==> config.mk <==
export PLATFORM = sky130hd
export DESIGN_NAME = rtc_tick_gen
export DESIGN_NICKNAME = d
export VERILOG_FILES = /design/src/rtl/rtc_tick_gen.sv
export SDC_FILE = /design/constraint.sdc
export NUM_CORES = 1
export LEC_CHECK = 0
export CAP_MARGIN = 10
export CORE_ASPECT_RATIO = 0.7
export CORE_MARGIN = 5
export CORE_UTILIZATION = 55
export DETAILED_ROUTE_END_ITERATION = 10
export PLACE_DENSITY = 0.74
export SLEW_MARGIN = 10
export SYNTH_ARGS = -nofsm -noshare
export SYNTH_HDL_FRONTEND = slang
export SYNTH_SLANG_ARGS = --single-unit
==> constraint.sdc <==
create_clock -name clk_5 -period 3 [get_ports clk_5]
set_input_delay 0.45 -clock clk_5 [delete_from_list [all_inputs] [get_ports clk_5]]
set_output_delay 0.45 -clock clk_5 [all_outputs]
set_load 0.05 [all_outputs]
==> src/rtl/rtc_tick_gen.sv <==
// Multi-channel programmable tick/toggle generator in the clk_5 domain.
// Each channel divides clk_5 by (D+1); all activity is held off until PLL lock is stable.
`timescale 1ns/1ps
module rtc_tick_gen #(
    parameter int                   NUM_CH      = 4,
    parameter int                   DIV_W       = 16,
    parameter int                   LOCK_WAIT   = 8,
    parameter logic [DIV_W-1:0]     DEFAULT_DIV = '0,
    parameter logic [NUM_CH-1:0]    EN_RESET    = 1,
    localparam int                  CH_W        = (NUM_CH > 1) ? $clog2(NUM_CH) : 1
) (
    input  logic              clk_5,
    input  logic              RST_N,
    input  logic              pll_locked,
    input  logic              cfg_we,
    input  logic [CH_W-1:0]   cfg_ch,
    input  logic [DIV_W-1:0]  cfg_div,
    input  logic              cfg_en,
    output logic              ready,
    output logic [NUM_CH-1:0] tick,
    output logic [NUM_CH-1:0] toggle
);

    localparam int             LW_W   = $clog2(LOCK_WAIT + 1);
    localparam logic [LW_W-1:0] LW_MAX = LW_W'(LOCK_WAIT);

    logic            sync1_reg;
    logic            lock_s_reg;
    logic [LW_W-1:0] lock_cnt_reg;
    logic [LW_W-1:0] lock_cnt_next;

    // pll_locked is asynchronous to clk_5, so it passes a 2-FF synchroniser first
    always_ff @(posedge clk_5 or negedge RST_N) begin
        if (!RST_N) begin
            sync1_reg    <= 1'b0;
            lock_s_reg   <= 1'b0;
            lock_cnt_reg <= '0;
        end else begin
            sync1_reg    <= pll_locked;
            lock_s_reg   <= sync1_reg;
            lock_cnt_reg <= lock_cnt_next;
        end
    end

    always_comb begin
        lock_cnt_next = '0;
        if (lock_s_reg) begin
            lock_cnt_next = (lock_cnt_reg < LW_MAX) ? lock_cnt_reg + 1'b1 : lock_cnt_reg;
        end
    end

    assign ready = (lock_cnt_reg == LW_MAX);

    genvar gi;
    generate
        for (gi = 0; gi < NUM_CH; gi++) begin : g_ch
            logic             wr_hit;
            logic [DIV_W-1:0] div_reg;
            logic [DIV_W-1:0] div_next;
            logic [DIV_W-1:0] cnt_reg;
            logic [DIV_W-1:0] cnt_next;
            logic             en_reg;
            logic             en_next;
            logic             tick_reg;
            logic             tick_next;
            logic             toggle_reg;
            logic             toggle_next;

            // Out-of-range channel numbers never match, so such writes are dropped
            assign wr_hit = cfg_we && (cfg_ch == CH_W'(gi));

            always_comb begin
                div_next    = div_reg;
                en_next     = en_reg;
                cnt_next    = cnt_reg + 1'b1;
                tick_next   = 1'b0;
                toggle_next = toggle_reg;
                if (wr_hit) begin
                    // A write restarts the period and swallows a coincident terminal count
                    div_next = cfg_div;
                    en_next  = cfg_en;
                    cnt_next = '0;
                end else if (!ready) begin
                    cnt_next    = '0;
                    toggle_next = 1'b0;
                end else if (!en_reg) begin
                    cnt_next = '0;
                end else if (cnt_reg == div_reg) begin
                    cnt_next    = '0;
                    tick_next   = 1'b1;
                    toggle_next = ~toggle_reg;
                end
            end

            always_ff @(posedge clk_5 or negedge RST_N) begin
                if (!RST_N) begin
                    div_reg    <= DEFAULT_DIV;
                    en_reg     <= EN_RESET[gi];
                    cnt_reg    <= '0;
                    tick_reg   <= 1'b0;
                    toggle_reg <= 1'b0;
                end else begin
                    div_reg    <= div_next;
                    en_reg     <= en_next;
                    cnt_reg    <= cnt_next;
                    tick_reg   <= tick_next;
                    toggle_reg <= toggle_next;
                end
            end

            assign tick[gi]   = tick_reg;
            assign toggle[gi] = toggle_reg;
        end
    endgenerate

endmodule

==> flow_summary_export.csv <==
group,metric,value,unit
run_status,outcome,"finished, final reports clean",
cts,cts_made_buffers,17,
sta,timing.fmax,0.377,GHz
sta,fin_skew,7.56,ps
yosys,synth-edff-count,0,
placement,port_buffers,31,
sta,fin_crit,2650,ps
setup_path,critPathBufInv,3,
pwr,p_leak,3.68,nW
die,initial_core_util,0.558,
cells_and_area,antenna_cells,0,
global_route,grt.overflow.total,0,
yosys,synth_top_area_share,0.527,
pwr,combPwrFrac,0.083,
cells_and_area,area_growth,16.3,%
setup_path,arrival,2200,ps
route,vias,4723,
cts,post_cts_buffers,0,
cts,clockBufferDepth,2,
sta,worstMarginPinSlew,688,ps
setup_path,critPathSlowestCell,"clkdlybuf4s50_1",
global_route,grt_antenna_before_repair,0,
yosys,synthArstFlopShare,1.00,
yosys,yosysTopAreaCell,"dfrtp_1",
yosys,dominantRegCellSynth,"dfrtp_1",
placement,hpwlAfterDp,10.0,mm
cts,cts_hold_buf,0,
pwr,p_total,5.22,mW
flow_run,maxCapViolCount,0,
cts,cts_tree,"done",
die,die_h,104,um
pwr,seq_power_share,0.433,
setup_path,endpoint_kind,"output port",
yosys,yosysSeqAreaShare,0.531,
route,vias_per_cell,5.47,
die,num_io_pins,32,
setup_path,start_kind,"flip-flop",
sta,maxSlewViolCount,0,
placement,gp_congestion,0.839,
yosys,synth_cell_types,36,
cts,path_clk_slew,60,ps
sta,hold_viol,0,
route,routed_wl,14.5,mm
cts,htree_levels,4,
cts,clock_latency,420,ps
setup_path,worstPathCellList,"inv_1 -> ha_1 -> and3b_1 -> buf_4 -> clkdlybuf4s50_1",
global_route,grt_use_total,0.207,
route,wire_per_inst,16.8,um
pwr,switchingPower,1.12,mW
die,fp.dieArea,14900,um^2
global_route,grt_max_degree,75,
setup_path,crit_type,"flip-flop to output port",
cells_and_area,nFillCells,945,
die,rows,34,
setup_path,crit_required,2550,ps
sta,timing.slew.headroom,0.542,
route,drc,0,
pwr,p_int,4.10,mW
hold_path,hp-class,"input port to async pin",
cells_and_area,nets,718,
yosys,yosysWarnings,0,
yosys,syn_nets,687,
global_route,grt_pass1_vias,4834,
die,core-area,12300,um^2
sta,finalCritPeriodShare,0.885,
route,antenna_left,0,
pwr,switching_share,0.215,
cts,cts_resized,0,
route,firstDrtPassIters,5,
die,die-width,144,um
sta,rsz0062_at_grt,"false",
yosys,synth_cells,658,
pwr,peakVddDrop,455,uV
route,drt_iter0_drc,312,
global_route,grt_pass1_wl,24.2,mm
setup_path,cpPeakStageDelay,820,ps
pwr,clkPwrFrac,0.484,
sta,setup_viol,0,
yosys,ys_seq_elements,146,
yosys,yosys-top-cells-area,"dfrtp_1 (53%), xor2_1 (12%), nand2_1 (6.2%)",
yosys,synth.avg_cell_area,10.5,um^2
setup_path,crit_family,"buffers and inverters",
sta,finalSetupTns,0,ps
cells_and_area,drive_gt1_frac,0.117,
cts,cts.sinks,146,
cts,cts-root-buf,"clkbuf_16",
setup_path,critPathMaxFanout,9,
pwr,p_per_area,652,nW/um^2
yosys,synthesis.area,6880,um^2
## layout by cell type, fill, tap and decap left out, types with 2 or more instances in the layout
master	count
o211ai_1	4
bufinv_16	7
clkdlybuf4s50_1	30
nand4_1	15
and4_1	7
and3_1	7
nor2b_1	2
dfrtp_1	145
nand2_1	114
buf_4	6
clkbuf_16	17
nand2b_1	5
xnor2_1	31
xor2_1	91
nand3_1	30
nor4_2	4
mux2_2	33
nor4_1	13
or3_1	4
o21ai_0	3
nor2_1	79
clkinv_1	2
nor3_1	6
and2_1	3
clkbuf_8	5
nand3b_1	3
inv_1	16
ha_1	6
## logic make-up after synthesis
group,Yosys count,share of synthesized area
simple gates,298,0.204
buf+inv,44,0.0364
xor+xnor,122,0.155
fa+ha+maj,6,0.0109
mux,34,0.0554
flops,146,0.531
compound gates,8,0.00745
## cell usage after synthesis, types with 2 or more instances
cell / instances
dfrtp_1: 145
nor3_1: 6
nor2_1: 79
inv_1: 16
buf_6: 4
nand4_1: 15
nand3b_1: 3
nor4_2: 4
ha_1: 6
or3_1: 4
nor2b_1: 2
and3_1: 7
nor4_1: 13
and2_1: 3
nand2b_1: 5
mux2_2: 33
clkbuf_1: 4
buf_2: 5
and4_1: 7
xnor2_1: 31
clkinv_1: 2
nand2_1: 114
nand3_1: 30
buf_4: 13
o21ai_0: 3
xor2_1: 91
o211ai_1: 4
## per-stage QoR
stage | util | instance area, um^2 | worst slack (ps) | cells | hold WS, ps
global placement | 0.590 | 7280 | 790 | 832 | 345
global route | 0.649 | 8000 | 253 | 863 | 112
CTS | 0.649 | 8000 | 332 | 863 | 84.0
finish | 0.649 | 8000 | 345 | 863 | 37.5
floorplan | - | 6880 | 1360 | 658 | 154
detailed placement | 0.590 | 7280 | 736 | 832 | 364
## final cells by class
type                    count  area [um^2]  share of cell area
flip-flops and latches    146         3650               0.457
multi-input cells         468         2980               0.373
clock buffers              22          494              0.0618
repair buffers             38          377              0.0471
clock inverters             9          223              0.0278
well taps                 162          203              0.0253
inverters                  18         67.6             0.00844
## layer usage
layer,global-route usage,part of all wire,vias to the layer above
met3,0.0438,0.051,23
li1,-,-,2218
met5,0,0,-
met2,0.309,0.46,115
met1,0.306,0.48,2367
met4,0.0638,0.012,0
## power by group through the flow
stage	combinational, mW	clock [mW]	sequential, mW
after floorplan	0.279	0	2.26
after global placement	0.407	0	2.28
after detailed placement	0.426	0	2.29
after CTS	0.437	2.56	2.26
after global routing	0.487	2.65	2.28
final	0.433	2.52	2.26
## worst paths after layout
| check | startpoint | end | slack [ps] | depth (start not counted) |
|---|---|---|---|---|
| setup / recovery | lock_cnt_reg[0] | ready | 350 | 5 |
| hold / removal | RST_N | lock_cnt_reg[3] | 40 | 1 |
| setup reg to reg | g_ch[3].cnt_reg[11] | g_ch[3].cnt_reg[14] | 880 | 5 |
| hold reg to reg | sync1_reg | lock_s_reg | 370 | 0 |
| max in group asynchronous | RST_N | g_ch[3].div_reg[14] | 2120 | 2 |
| min in group clk_5 | sync1_reg | lock_s_reg | 370 | 0 |
No activity file was read; power rests on OpenSTA's default activity.
